[src/rtl/serial_adder.sv]
// Bit-serial unsigned adder: two half adders plus one carry flop form the full-adder cell, LSB first.
// Optional subtract mode is enabled by defining SERIAL_ADDER_SUB_EN (adds the `sub` input).

module half_adder (
  input  logic a_i,
  input  logic b_i,
  output logic sum_o,
  output logic carry_o
);
  assign sum_o   = a_i ^ b_i;
  assign carry_o = a_i & b_i;
endmodule

module serial_adder #(
  parameter int WIDTH = 8
) (
  input  logic             clk,
  input  logic             rst_n,
  input  logic             in_valid,
  output logic             in_ready,
  input  logic [WIDTH-1:0] a,
  input  logic [WIDTH-1:0] b,
`ifdef SERIAL_ADDER_SUB_EN
  input  logic             sub,
`endif
  output logic             out_valid,
  input  logic             out_ready,
  output logic [WIDTH-1:0] sum,
  output logic             carry_out
);
  localparam int CNT_W = $clog2(WIDTH);
  localparam logic [CNT_W-1:0] LAST = CNT_W'(WIDTH - 1);

  typedef enum logic [1:0] {IDLE, RUN, DONE} state_e;

  state_e             state_q, state_d;
  logic [WIDTH-1:0]   a_sr_q, a_sr_d, b_sr_q, b_sr_d, sum_q, sum_d;
  logic [CNT_W-1:0]   cnt_q, cnt_d;
  logic               c_q, c_d, cout_q, cout_d;
  logic               h1_s, h1_c, h2_s, h2_c, sub_w;

`ifdef SERIAL_ADDER_SUB_EN
  assign sub_w = sub;
`else
  assign sub_w = 1'b0;
`endif

  half_adder u_h1 (.a_i(a_sr_q[0]), .b_i(b_sr_q[0]), .sum_o(h1_s), .carry_o(h1_c));
  half_adder u_h2 (.a_i(h1_s),      .b_i(c_q),       .sum_o(h2_s), .carry_o(h2_c));

  always_comb begin
    state_d = state_q;
    a_sr_d  = a_sr_q;
    b_sr_d  = b_sr_q;
    sum_d   = sum_q;
    cnt_d   = cnt_q;
    c_d     = c_q;
    cout_d  = cout_q;
    unique case (state_q)
      IDLE: if (in_valid) begin
        // Subtract is a + ~b + 1: invert b on capture and seed the carry with 1.
        a_sr_d  = a;
        b_sr_d  = b ^ {WIDTH{sub_w}};
        c_d     = sub_w;
        cnt_d   = '0;
        state_d = RUN;
      end
      RUN: begin
        sum_d  = {h2_s, sum_q[WIDTH-1:1]};
        c_d    = h1_c | h2_c;
        a_sr_d = a_sr_q >> 1;
        b_sr_d = b_sr_q >> 1;
        cnt_d  = cnt_q + CNT_W'(1);
        if (cnt_q == LAST) begin
          cout_d  = h1_c | h2_c;
          state_d = DONE;
        end
      end
      DONE: if (out_ready) state_d = IDLE;
      default: state_d = IDLE;
    endcase
  end

  always_ff @(posedge clk or negedge rst_n) begin
    if (!rst_n) begin
      state_q <= IDLE;
      a_sr_q  <= '0;
      b_sr_q  <= '0;
      sum_q   <= '0;
      cnt_q   <= '0;
      c_q     <= 1'b0;
      cout_q  <= 1'b0;
    end else begin
      state_q <= state_d;
      a_sr_q  <= a_sr_d;
      b_sr_q  <= b_sr_d;
      sum_q   <= sum_d;
      cnt_q   <= cnt_d;
      c_q     <= c_d;
      cout_q  <= cout_d;
    end
  end

  assign in_ready  = (state_q == IDLE);
  assign out_valid = (state_q == DONE);
  assign sum       = sum_q;
  assign carry_out = cout_q;
endmodule

[config.mk]
export PLATFORM = sky130hd
export DESIGN_NAME = serial_adder
export DESIGN_NICKNAME = d
export VERILOG_FILES = /design/src/rtl/serial_adder.sv
export SDC_FILE = /design/constraint.sdc
export NUM_CORES = 1
export LEC_CHECK = 0
export CORE_MARGIN = 4
export CORE_UTILIZATION = 50
export DETAILED_ROUTE_END_ITERATION = 16
export PLACE_DENSITY = 0.82
export RECOVER_POWER = 100
export SYNTH_ARGS = -nofsm -noshare
export SYNTH_HDL_FRONTEND = slang
export SYNTH_HIERARCHICAL = 1
export SYNTH_SLANG_ARGS = --single-unit
[constraint.sdc]
create_clock -name clk -period 2.2 [get_ports clk]
set_input_delay 0.44 -clock clk [delete_from_list [all_inputs] [get_ports clk]]
set_output_delay 0.44 -clock clk [all_outputs]
set_load 0.02 [all_outputs]
After elaboration in Yosys (flattened, before gate mapping)

Index checks and enable logic that the tools add are counted.

Muxes and demuxes: 12
Equality and inequality tests: 6
Add/subtract/negate cells: 1
Bitwise logic cells: 5
Reductions and logical operators: 5

Operator list:

| operator            | number |
|---|---|
| $pmux 8 s2          | 2 |
| $mux 8              | 2 |
| $mux 2              | 3 |
| $pmux 2 s3          | 1 |
| $pmux 3 s2          | 1 |
| $ne 2x2->1 const B  | 2 |
| $reduce_and 2->1    | 2 |
| $add 3x1->3 const B | 1 |
| $eq 3x3->1 const B  | 1 |
| $mux 3              | 1 |
| $reduce_and 3->1    | 1 |
| $and 1x1->1         | 2 |
| $eq 2x1->1 const B  | 1 |
| $eq 2x2->1 const B  | 1 |
| $logic_not 2->1     | 1 |
| $ne 2x1->1 const B  | 1 |
| $pmux 1 s2          | 1 |
| $reduce_bool 2->1   | 1 |
| $xor 1x1->1         | 2 |
| $mux 1              | 1 |
| $or 1x1->1          | 1 |

Input port bits: 20
Output and inout bits: 11
Flip-flop bits (word level): 31
Word-level logic and storage cells: 36

Depth between registers and ports, before layout

Gate-level depths: netlist of run 1.

Depth in word-level cells: 4
Depth in mapped cells: 6
Depth with buffers taken out: 4

Cells and area by module

The synthesis of run 1 kept the hierarchy.

Modules (own cells, without submodules):

| module       | area each (um^2) | cells an instance | seq. area each (um^2) | instances |
|---|---|---|---|---|
| serial_adder | 1393.8           | 131               | 775.7                 | 1 |
| half_adder   | 12.5             | 1                 | 0.0                   | 2 |

Worst setup path before layout of run 1

No wires, ideal clock.

Path type: register to output
Start point: register state_q[1]
End point: output in_ready
Data arrival time: 982 ps
Cell stages (with the launch flop): 4
Data required time: 1760 ps
Slack: 778 ps
Buffers on the path: 2
Path through: dfrtp_1 clkbuf_2 buf_2 nor2_1

Longest elaborated chain between the ends: 1

RTL lines:

| item                     | line | text |
|---|---|---|
| start: declaration       | 36   | `state_e state_q, state_d;` |
| start signal: assignment | 94   | `state_q <= state_d;` |
| $logic_not 2->1          | 104  | `assign in_ready = (state_q == IDLE);` |
| end: declaration         | 20   | `output logic in_ready,` |

No other way between the ends.

Worst setup path in the final report of run 1

Start point: register state_q[0]
End point: output out_valid

Longest elaborated chain between the ends: 1

RTL lines:

| item             | line | text |
|---|---|---|
| $eq 2x2->1       | 105  | `assign out_valid = (state_q == DONE);` |
| end: declaration | 26   | `output logic out_valid,` |

No other way between the ends.

==> results of run 1 <==
## layer usage
layer | wire length [um] | GRT usage | share of wire
met5 | 0 | 0 | 0
met4 | 34 | 0.07430 | 0.011
met3 | 202 | 0.05870 | 0.065
met2 | 1572 | 0.3248 | 0.51
met1 | 1282 | 0.2530 | 0.41
## stage by stage
step           worst slack (ns)  power, mW
3_5_place_dp             0.3313      2.171
4_1_cts                 0.03813      2.551
3_3_place_gp             0.3798      2.106
5_1_grt                 0.03643      2.673
6_report                 0.1170      2.458
2_1_floorplan            0.7785      1.794
## logic make-up (layout without fill, tap and decap cells)
kind of cell               after synthesis  in the layout
AOI/OAI and AO/OA                       35             35
adders and majority gates                4              4
buffers and inverters                   10             44
DFF                                     31             31
and+or+nand+nor                         53             53
## cells in the mapped netlist
cell,number
or2b_1,1
buf_6,2
a22oi_1,3
and2b_1,2
a22o_1,3
o22a_1,14
nand3_1,3
nand3b_1,5
nor2b_1,2
o21bai_1,1
ha_1,4
clkbuf_2,1
buf_4,1
inv_1,2
a32o_1,1
nand2_1,32
o221a_2,2
nor2_2,2
nor2_1,2
a21oi_1,2
a31oi_1,1
nand2b_1,4
a221o_1,2
buf_2,4
dfrtp_1,31
o21ai_0,6
## layout make-up
cell class	count	area share
clock buffers	8	0.03865
inverters	2	0.004216
multi-input cells	92	0.3247
flip-flops and latches	31	0.4364
well taps	31	0.02178
repair buffers	34	0.1743
## worst max path at each step
stage          cells past startpoint                    end  slack [ns]                    from
2_1_floorplan                      3               in_ready        0.78  state_q[1]$_DFFE_PN0P_
3_3_place_gp                       4  b_sr_q[5]$_DFFE_PN0P_        0.38                in_valid
3_5_place_dp                       4  b_sr_q[5]$_DFFE_PN0P_        0.33                in_valid
4_1_cts                            2               in_ready        0.04  state_q[0]$_DFFE_PN0P_
5_1_grt                            2              out_valid        0.04  state_q[0]$_DFFE_PN0P_
6_report                           2              out_valid        0.12  state_q[0]$_DFFE_PN0P_
## timing repair
action	4_1_cts	5_1_grt
endpoints found under the setup margin	0	2
hold endpoints to repair	0	0
resized for setup	0	2
## worst reg2reg max path: stages, from the launching register on
cell	delay [ns]
dfrtp_1	0.37
clkbuf_1	0.68
nand2b_1	0.51
o221a_2	0.26
## sequential cells by signal (all words and copies together), names as in the netlist
signal     cells
carry_out      1
state_q        2
cnt_q          3
b_sr_q         8
a_sr_q         8
c_q            1
sum            8
## power groups by stage
| stage | Clock [mW] | Combinational, mW | Sequential, mW |
|---|---|---|---|
| finish | 0.368 | 1.07 | 1.02 |
| global route | 0.408 | 1.21 | 1.06 |
| CTS | 0.382 | 1.15 | 1.02 |
| detailed placement | 0 | 1.14 | 1.03 |
| global placement | 0 | 1.09 | 1.01 |
| floorplan | 0 | 0.733 | 1.06 |
==> summary.txt, run 1 <==
Die
  • Die height: around 60 um
  • Row count: 19
  • Core Footprint: 2734 um^2
  • Starting Density: 0.5190
  • Die X: just over 60 um
  • Die footprint: about 3800 um^2
  • Top-Level Pins: 31

Layout
  • Non-filler cells, final: 198
  • Layout cell share with drive strength beyond 1: 0.07186
  • Reg area: 777.0 um^2
  • Most frequent cells in the layout: nand2_1 (32), dfrtp_1 (30), clkdlybuf4s50_1 (19), o22a_1 (14), dlygate4sd3_1 (10)
  • # nets final: 190
  • Area grow syn2layout: 25.49%
  • Filler cells: 222
  • # diodes: 0
  • Multi-input logic area: 578.1 um^2
  • Final core area utilization: 0.6513
  • Most common library cell in the layout ignoring fill and taps: nand2_1
  • Cell area after layout: between 1500 and 2000 um^2

Worst setup path
  • CP Max Fanout: 11
  • Worst R2R Setup Slack: 0.32 ns
  • CP arrival: 1.64 ns
  • CP Cell Sequence: and2b_1 > clkdlybuf4s50_1
  • Worst Path Buf+Inv: 1
  • Beginning of the worst register-to-register path: state_q[1]$_DFFE_PN0P_
  • R2r worst-path depth: 3
  • Crit-path max cell delay: 0.60 ns
  • Critical path's slowest cell: clkdlybuf4s50_1
  • Required @ worst endpoint: 1.76 ns
  • WS Path Type: flip-flop to output pin
  • Worst setup EP type: output pin
  • R2r endpoint: b_sr_q[2]$_DFFE_PN0P_
  • Cell family with most CP delay: buffers and inverters
  • CP startpoint kind: flip-flop

Global route
  • Initial antenna violation count: 0
  • Largest net degree at the start of global routing: 32
  • Vias in the first global route: 1222
  • Grt total ovfl: 0
  • First-pass GRT wire length: 5.430 mm
  • All-layer global routing usage: 0.1999

Synth
  • Synth Area in Simple Gates: 0.1781
  • Top cell type by total area after synthesis: dfrtp_1
  • Register area share after synthesis: 0.5467
  • Post-synth top area share: 0.5467
  • Compound-Gate Fraction of Synth Area: 0.1958
  • Post-synthesis cell type count: 26
  • Main combinational cell family by area after synthesis: compound AO/OA/AOI/OAI gates
  • Synthesized Nets: 157
  • Post-synthesis instance total: 133
  • YS warnings: 6
  • Synth Register Bits: 31
  • XOR/XNOR share of the synthesized area: 0
  • Post-synthesis mux area share: 0
  • Top cells by area, synth: dfrtp_1 (55%), o22a_1 (8.6%), nand2_1 (8.5%)
  • Adder-cell share of the synthesized area: 0.03527
  • Post-synthesis cell area: 1419 um^2
  • Syn Area/Cell: 10.67 um^2

Timing
  • Hold Slack: 0.5007 ns
  • Fmax: 0.4801 GHz
  • Worst Tran Pin Value: 0.8985 ns
  • Setup_tns: 0 ns
  • Final hold vios: 0
  • Clock Skews: 0.005791 ns
  • Fin crit period: 2.083 ns
  • Unrepaired setup endpoints after global routing: false
  • Final Max Tran Viols: 0
  • Final Setup Violations: 0
  • Tcrit/Tclk final: 0.9468
  • Slew headroom: 0.4010

Routing
  • DR vias/cell: between 5 and 6
  • DRT antenna net count: 0
  • Residual DRC: 0
  • Drt first-iter violations: 53
  • DRT Pass-1 Iters: 4
  • Final WL: 3.091 mm
  • Routed WL per cell: approximately 16 um
  • Via count: 1144

Clock tree
  • # hold bufs at CTS: 0
  • Clk root buf: clkbuf_4
  • Maximum clock path buffer count: 2
  • CTS buffer count: 5
  • Clk_lat worst skew: 0.32 ns
  • CTS H-tree depth: 2
  • Post-CTS Setup Bufs: 0
  • CTS clk-pin slew, worst paths: 0.09 ns
  • CTS tree: done
  • Clock sink count: 31

Pwr
  • Clock power frac: 0.150
  • P_sw: slightly above 0.9 mW
  • LEAKAGE: 0.8146 nW
  • Switching part of the total: 0.3799
  • Pwr/cell area: 1381 nW/um^2
  • Pint: 1.524 mW
  • Logic pwr share: 0.437
  • Sequential share of power: 0.413
  • VDD IR-drop max: approximately 0.91 mV

Place
  • Routability Congestion: 0.8396
  • IO buf count: 30
  • Placed cell count: 190
  • Placed instance area: 1733 um^2
  • Final HPWL DP: 2.230 mm

Worst hold path
  • Hold Path Origin: sum[0]$_DFFE_PN0P_
  • Hold Path Class: flip-flop to flip-flop
  • Hold Path End: sum[0]$_DFFE_PN0P_
  • Hold path cells: 2

Job
  • MaxCap Viol Count: 0

Status
  • Status: finished, final reports clean
Power figures use the tool's default switching activity.
==> inputs of run 2 (changes only) <==
--- a/config.mk
+++ b/config.mk
@@ -5,10 +5,12 @@
 export SDC_FILE = /design/constraint.sdc
 export NUM_CORES = 1
 export LEC_CHECK = 0
+export CELL_PAD_IN_SITES_DETAIL_PLACEMENT = 0
+export CELL_PAD_IN_SITES_GLOBAL_PLACEMENT = 1
 export CORE_MARGIN = 4
-export CORE_UTILIZATION = 50
+export CORE_UTILIZATION = 41
 export DETAILED_ROUTE_END_ITERATION = 16
-export PLACE_DENSITY = 0.82
+export PLACE_DENSITY = 0.86
 export RECOVER_POWER = 100
 export SYNTH_ARGS = -nofsm -noshare
 export SYNTH_HDL_FRONTEND = slang
==> summary.txt, run 2 (synthesis gave the netlist of run 1 again) <==
Timing
  • Final Max Tran Viols: 0 (unchanged)
  • Setup_tns: 0 ns (unchanged)
  • Fmax: 0.4734 GHz (-1.4%)
  • Worst Tran Pin Value: 0.7646 ns (-0.1339 ns)
  • Final Setup Violations: 0 (unchanged)
  • Slack of the critical path: 0.08765 ns (-0.02933 ns)
  • Tcrit/Tclk final: 0.9602 (+0.01333)
  • Unrepaired setup endpoints after global routing: false
  • Fin crit period: 2.112 ns (+0.02933 ns)
  • Clock Skews: 0.006598 ns (+0.0008076 ns)
  • Slew headroom: 0.4902 (+0.08925)
  • Final hold vios: 0 (unchanged)

Routing
  • Via count: 1104 (-3.5%)
  • Routed WL per cell: 14.38 um (-7.9%)
  • DRT antenna net count: 0 (unchanged)
  • DR vias/cell: 5.208 (-9.9%)
  • Residual DRC: 0 (unchanged)
  • DRT Pass-1 Iters: 4 (unchanged)
  • Final WL: 3.048 mm (-1.4%)
  • Drt first-iter violations: 61 (+15%)

Worst setup path
  • Worst setup EP type: output pin
  • R2r endpoint: cnt_q[2]$_DFFE_PN0P_
  • WS Path Type: flip-flop to output pin
  • CP Cell Sequence: and2b_1 > clkdlybuf4s50_1
  • Beginning of the worst register-to-register path: state_q[1]$_DFFE_PN0P_
  • CP arrival: 1.67 ns (+0.03 ns)
  • CP startpoint kind: flip-flop
  • Crit-path max cell delay: 0.60 ns (about the same)
  • R2r worst-path depth: 4 (+1)
  • CP Max Fanout: 11 (unchanged)
  • Required @ worst endpoint: 1.76 ns (about the same)
  • Worst R2R Setup Slack: 0.20 ns (-0.12 ns)
  • Critical path's slowest cell: clkdlybuf4s50_1

Layout
  • # nets final: 189 (-0.53%)
  • Non-filler cells, final: 212 (+7.1%)
  • Most frequent cells in the layout: nand2_1 (32), dfrtp_1 (31), clkdlybuf4s50_1 (18), o22a_1 (14), dlygate4sd3_1 (11)
  • Most common library cell in the layout ignoring fill and taps: nand2_1
  • # diodes: 0 (unchanged)
  • Area grow syn2layout: 25.40% (about the same)
  • Layout cell share with drive strength beyond 1: 0.07229 (+0.0004329)

Global route
  • Largest net degree at the start of global routing: 32 (unchanged)
  • First-pass GRT wire length: 5.168 mm (-4.8%)
  • Vias in the first global route: 1091 (-11%)
  • Grt total ovfl: 0 (unchanged)
  • All-layer global routing usage: 0.1570 (-0.04296)
  • Initial antenna violation count: 0 (unchanged)

Clock tree
  • CTS buffer count: 5 (unchanged)
  • Clock sink count: 31 (unchanged)
  • CTS clk-pin slew, worst paths: 0.10 ns (about the same)
  • Clk root buf: clkbuf_4
  • Clk_lat worst skew: 0.33 ns (about the same)
  • Maximum clock path buffer count: 2 (unchanged)
  • CTS tree: done
  • # hold bufs at CTS: 0 (unchanged)
  • CTS H-tree depth: 2 (unchanged)

Place
  • Pre-CTS setup slack: 0.3142 ns (-0.01712 ns)
  • Placed cell count: 204 (+7.4%)
  • Routability Congestion: 0.8395 (about the same)
  • IO buf count: 30 (unchanged)
  • Final HPWL DP: 2.224 mm (-0.28%)

Pwr
  • VDD IR-drop max: 0.5803 mV (-36%)
  • Total Power: 2.379 mW (-3.2%)
  • Pwr/cell area: 1337 nW/um^2 (-3.1%)
  • LEAKAGE: 0.8093 nW (-0.66%)

Worst hold path
  • Hold Path Origin: sum[0]$_DFFE_PN0P_
  • Hold path cells: 2 (unchanged)
  • Hold Path End: sum[0]$_DFFE_PN0P_
  • Hold Path Class: flip-flop to flip-flop

Die
  • Starting Density: 0.4252 (-0.09380)
  • Die footprint: 4466 um^2 (+19%)
  • Core Footprint: 3337 um^2 (+22%)
  • Top-Level Pins: 31 (unchanged)
  • Row count: 21 (+2)
  • Die height: 66.83 um (+9.1%)
  • Die X: 66.83 um (+9.1%)

Status
  • Status: finished, final reports clean

Job
  • MaxCap Viol Count: 0 (unchanged)
-- run 2: cell count changes in the layout (fill, tap and decap cells not counted) --
cell	change
clkdlybuf4s50_1	-1
clkbuf_8	-2
dfrtp_1	+1
dlygate4sd3_1	+1
nor2_2	+1
dfrtp_2	-1
nor2_1	-1
clkinv_2	+1
clkbuf_1	-1
clkbuf_2	+1
-- run 2: area by class of cell --
type,instances,area [um^2]
Timing Repair Buffer,33,307.8
Inverter,2,7.507
Tap cell,46,57.56
Clock inverter,1,5.005
Multi-Input combinational cell,92,580.6
Clock buffer,7,45.04
Sequential cell,31,775.7
Fill cell,317,1558
-- run 2: how the worst max path moves through the flow --
stage	start	endpoint	slack, ns	depth (start not counted)
2_1_floorplan	state_q[1]$_DFFE_PN0P_	in_ready	0.78	3
3_3_place_gp	state_q[0]$_DFFE_PN0P_	in_ready	0.38	2
3_5_place_dp	in_valid	a_sr_q[3]$_DFFE_PN0P_	0.31	4
4_1_cts	state_q[0]$_DFFE_PN0P_	in_ready	0.02	2
5_1_grt	state_q[0]$_DFFE_PN0P_	out_valid	0.009	2
6_report	state_q[0]$_DFFE_PN0P_	out_valid	0.09	2
-- run 2: what timing repair did --
| item | CTS | global route |
|---|---|---|
| endpoints found under the setup margin | 0 | 1 |
| buffers inserted | 0 | 0 |
| resized for setup | 0 | 1 |
-- run 2: per-layer routing --
layer  track usage  vias to the layer above  share of wire
met5             0                        -              0
met4       0.05330                        0         0.0033
met3       0.04553                        2          0.032
met2        0.2488                       19           0.52
met1        0.2043                      548           0.45
li1              -                      535              -
-- run 2: metrics by stage --
step,cell area (um^2),utilization,hold WS (ns)
final,1779,0.5332,0.4816
after global routing,1779,0.5332,0.5289
after CTS,1794,0.5377,0.4962
after detailed placement,1744,0.5227,0.4736
after global placement,1744,0.5227,0.4600
after floorplan,1419,-,0.1444
-- run 2: worst max-delay path, delay by kind of cell (launching register included) --
kind                   cells  cell delay [ns]
buffers and inverters      1             0.60
flip-flops                 1             0.49
AND/OR/NAND/NOR            1             0.25
-- run 2: where the power goes --
part | switching, mW | internal (mW) | total, mW
Combinational | 0.555 | 0.498 | 1.05
Sequential | 0.178 | 0.833 | 1.01
Clock | 0.191 | 0.124 | 0.316
==> RTL change 1: new RTL, flow settings as in run 2 <==
Encoding of `state_e`: now one-hot (3 bits for 3 states).
--- a/src/rtl/serial_adder.sv
+++ b/src/rtl/serial_adder.sv
@@ -32,5 +32,5 @@
   localparam logic [CNT_W-1:0] LAST = CNT_W'(WIDTH - 1);
 
-  typedef enum logic [1:0] {IDLE, RUN, DONE} state_e;
+  typedef enum logic [2:0] {IDLE = 3'b001, RUN = 3'b010, DONE = 3'b100} state_e;
 
   state_e             state_q, state_d;
Check against the original RTL: same outputs for any inputs over 10 cycles, from zero or initial values and one cycle with rst_n low; not proved beyond that.
==> RTL change 1 against run 2 <==
- non-clock buffer count rose by 2
- routed wire length decreased by 2.8%
- synthesized area is 16% higher
- combinational power up 6%
- cell area increased by 8.6%
- hold slack better by 1.9 ps
- total power grew 13%
- sequential cell count up 1
- setup slack improved by 34 ps
- critical endpoint unchanged
==> RTL change 1: results (changes against run 2) <==
- Synth Instances: 126 (-5.3%)
- Status: finished, final reports clean
- Inst Count DP: 198 (-2.9%)
- Vias per cell: 5.21 (about the same)
- Layout Skew: 6.36 ps (-0.237 ps)
- Post-cts sizing count: 0 (unchanged)
- Clk Latency, worst-skew pair: 270 ps (-60 ps)
- Clock transition at path regs: 70 ps (-30 ps)
- Final nets: 181 (-4.2%)
- Antenna violations before repair: 0 (unchanged)
- Dpl ws: 315 ps (+1.05 ps)
- Share of cells above drive strength 1: 14.6% (+7.3 points)
- Via Count: 1073 (-2.8%)
- Max stage delay on crit path: 690 ps (+90 ps)
- Post-synth top cells: dfrtp_1, mux2i_1, nor3_1
- Maximum vdd drop: 0.622 mV (+7.2%)
- Drt initial violations: 46 (-25%)
- Gr usage total: 12.5% (-3.2 points)
- Slowest cell on crit path: dlygate4sd3_1
- First-pass GRT wire length: 5060 um (-2.0%)
- P_leak: 0.792 nW (-2.1%)
- Clk root buf: clkbuf_8
- Drt total wl: 2960 um (-2.8%)
- Post-DP HPWL: 2130 um (-4.3%)
- Internal cell power: 1.74 mW (+19%)
- Placed inst area: 0.00196 mm^2 (+12%)
- Critical Path AT: 1640 ps (-30 ps)
- Syn_nets: 150 (-4.5%)
- Register area share after synthesis: 48.8% (-5.9 points)
- Yosys cell types: 24 (-7.7%)
- Synth area leaders: dfrtp_1, a21oi_4, mux2i_1
- Crit Path Max Fanout: 9 (-2)
- RePlAce Congestion: 0.724 (-14%)
- 1st-pass router iterations: 4 (unchanged)
- Final core utilization: 51.3% (-2.1 points)
- Worst Tran Pin Value: 783 ps (+18.2 ps)
- Fill cells: 343 (+8.2%)
[RTL change 1: cells by family (layout without fill, tap and decap cells)]
family | Yosys count | after routing | share of synthesized area [%]
DFF | 32 | 32 | 48.8
and+or+nand+nor | 29 | 29 | 10.1
AOI/OAI and AO/OA | 25 | 25 | 15.6
muxes | 24 | 24 | 15.2
buffers and inverters | 12 | 44 | 7.16
adders and majority gates | 4 | 4 | 3.05
[RTL change 1: metrics by stage]
stage | hold WS, ps | power (mW)
2_1_floorplan | 144 | 2.13
3_3_place_gp | 466 | 2.39
3_5_place_dp | 481 | 2.46
4_1_cts | 491 | 3.01
5_1_grt | 531 | 2.91
6_report | 484 | 2.70
[RTL change 1: routing by layer]
metal  track usage [%]  up-vias  share of wire [%]
met5                 0        -                  0
met4              3.76        0                1.2
met3              4.91        5                5.4
met2              20.3       26                 50
met1              15.3      532                 43
li1                  -      510                  -
[RTL change 1: worst paths after layout]
kind,from,to,slack (ps),cells after the start
worst min register to register,cnt_q[0]$_DFFE_PN0P_,cnt_q[0]$_DFFE_PN0P_,480,1
worst min-delay path,cnt_q[0]$_DFFE_PN0P_,cnt_q[0]$_DFFE_PN0P_,480,1
worst max-delay path,state_q[1]$_DFFE_PN0P_,out_valid,120,2
worst max register to register,state_q[1]$_DFFE_PN0P_,b_sr_q[1]$_DFFE_PN0P_,290,5
max in group asynchronous,rst_n,state_q[2]$_DFFE_PN0P_,880,2
min in group asynchronous,rst_n,sum[3]$_DFFE_PN0P_,780,2
[RTL change 1: final cells by class]
| cell class | count | share of cell area [%] |
|---|---|---|
| Clock buffer | 6 | 3.75 |
| Clock inverter | 2 | 1.81 |
| Sequential cell | 32 | 41.6 |
| Multi-Input combinational cell | 82 | 32.3 |
| Timing Repair Buffer | 35 | 17.3 |
| Inverter | 1 | 0.194 |
| Tap cell | 48 | 3.11 |
[RTL change 1: power by group through the flow]
stage | combinational, mW | sequential (mW) | clock, mW
floorplan | 1.05 | 1.08 | 0
global placement | 1.34 | 1.05 | 0
detailed placement | 1.39 | 1.07 | 0
CTS | 1.40 | 1.06 | 0.555
global route | 1.23 | 1.08 | 0.589
finish | 1.11 | 1.04 | 0.543
==> RTL change 2: new RTL, flow settings as in run 2 <==
Without the edit above. `WIDTH`: 8 -> 16.
--- a/src/rtl/serial_adder.sv
+++ b/src/rtl/serial_adder.sv
@@ -13,5 +13,5 @@
 
 module serial_adder #(
-  parameter int WIDTH = 8
+  parameter int WIDTH = 16
 ) (
   input  logic             clk,
Interface: changed (resized a, b and sum); port bits go from 31 to 55. The function was not compared with the original's and may differ.
==> RTL change 2 against run 2 <==
- core utilization down 0.24 points
- synthesized cell count up 89%
- critical path depth up 2
- hold slack lost 170 ps
- setup slack better by 46 ps
- sequential cell count is 25 higher
- cell area rose by 81%
- routed wire length grew 93%
- total power up 52%
- final cell count grew 80%
- synthesized area increased by 85%
- sequential share of layout area hardly changed
- sequential power increased by 67%
- critical endpoint unchanged
- highest routed layer unchanged
==> RTL change 2: results (changes against run 2) <==
- Post-synth top cells: nand2_1, dfrtp_1, o21ai_1
- CTS buffer count: 5 (unchanged)
- Vias per cell: 5.20 (-0.16%)
- Synth area leaders: dfrtp_1, nand2_1, a22oi_2
- Synth Instances: 252 (+89%)
- Psw: 1.34 mW (+45%)
- Vias in the first global route: 2027 (+86%)
- Final nets: 344 (+82%)
- Max cap viols: 0 (unchanged)
- Inst Count DP: 373 (+83%)
- Avg WL per Cell: 15.4 um (+7.2%)
- Slew headroom: 25.9% (-23 points)
- Gr usage total: 16.3% (+0.63 points)
- Fill cells: 570 (+80%)
- Antenna violations before repair: 0 (unchanged)
- Drt initial violations: 149 (+140%)
- First-pass GRT wire length: 9960 um (+93%)
- Clk Latency, worst-skew pair: 300 ps (-30 ps)
- Critical Path AT: 1630 ps (-40 ps)
- Maximum vdd drop: 0.591 mV (+1.9%)
- Clock transition at path regs: 100 ps (about the same)
- Syn_nets: 291 (+85%)
- RePlAce Congestion: 0.740 (-12%)
- Port Buf Inserts: 54 (+80%)
- Post-DP HPWL: 3930 um (+77%)
- Postcts setup bufs: 0 (unchanged)
- Yosys cell types: 30 (+15%)
- Clk buf depth: 2 (unchanged)
- Largest net degree at the start of global routing: 38 (+19%)
- Share of cells above drive strength 1: 12.7% (+5.5 points)
- Diode count: 0 (unchanged)
- Clk root buf: clkbuf_8
- Status: finished, final reports clean
- Htree depth: 2 (unchanged)
- Placed inst area: 0.00319 mm^2 (+83%)
- Layout Skew: 9.29 ps (+2.69 ps)
- Post-synth ARST share: 100% (unchanged)
- Crit Path Max Fanout: 4 (-7)
- 1st-pass router iterations: 4 (unchanged)
- Post-cts sizing count: 0 (unchanged)
- Ys Warns: 6 (unchanged)
- P_leak: 1.45 nW (+79%)
- Hold crit path type: in -> async
- Register area share after synthesis: 53.3% (-1.4 points)
- Drt total wl: 5870 um (+93%)
==> RTL change 2: cells by family after synthesis <==
| family | count (synthesis) | share of synthesized area (%) |
|---|---|---|
| fa+ha+maj | 3 | 1.43 |
| mux | 2 | 0.762 |
| compound gates | 75 | 23.5 |
| simple gates | 95 | 15.2 |
| flops | 56 | 53.3 |
| buf+inv | 21 | 5.76 |
==> RTL change 2: path summary, 6_finish.rpt <==
kind                                          to  slack [ps]  depth (start not counted)              startpoint
setup / recovery                       out_valid         130                          4  state_q[0]$_DFFE_PN0P_
hold / removal             b_sr_q[6]$_DFFE_PN0P_         310                          1                   rst_n
setup reg to reg           b_sr_q[7]$_DFFE_PN0P_         240                          5  state_q[0]$_DFFE_PN0P_
hold reg to reg               sum[0]$_DFFE_PN0P_         480                          2      sum[0]$_DFFE_PN0P_
max in group asynchronous     sum[6]$_DFFE_PN0P_         820                          2                   rst_n
min in group clk              sum[0]$_DFFE_PN0P_         480                          2      sum[0]$_DFFE_PN0P_
==> RTL change 2: per-layer routing <==
metal | wire [um] | global-route usage [%] | share of wire [%] | vias up
li1 | - | - | - | 965
met1 | 2820 | 23.4 | 48 | 960
met2 | 2530 | 24.9 | 43 | 52
met3 | 483 | 4.80 | 8.2 | 4
met4 | 40 | 3.30 | 0.68 | 0
met5 | 0 | 0 | 0 | -
==> RTL change 2: cell type report <==
type	instances	area share [%]
flip-flops and latches	56	43.6
inverters	3	0.350
clock buffers	8	2.80
repair buffers	64	18.5
well taps	75	2.92
multi-input cells	175	31.9
==> RTL change 2: metrics by stage <==
stage	utilization [%]	hold slack (ps)	worst slack [ps]
floorplan	-	144	748
global placement	52.7	422	392
detailed placement	52.7	430	349
CTS	54.2	88.1	101
global route	53.1	413	40.7
finish	53.1	314	133
==> RTL change 2: critical path: stages (launching register included) <==
cell and delay, ps:
dfrtp_1 410, inv_1 150, nand2_1 100, inv_1 70
clkdlybuf4s50_1 600
==> RTL change 2: power by group through the flow <==
stage                     clock network, mW  registers (mW)  logic [mW]
after floorplan                           0            1.80       0.856
final                                 0.576            1.69        1.35
after detailed placement                  0            1.71        1.52
after global placement                    0            1.70        1.48
after global routing                  0.641            1.74        1.51
after CTS                             0.596            1.69        1.52
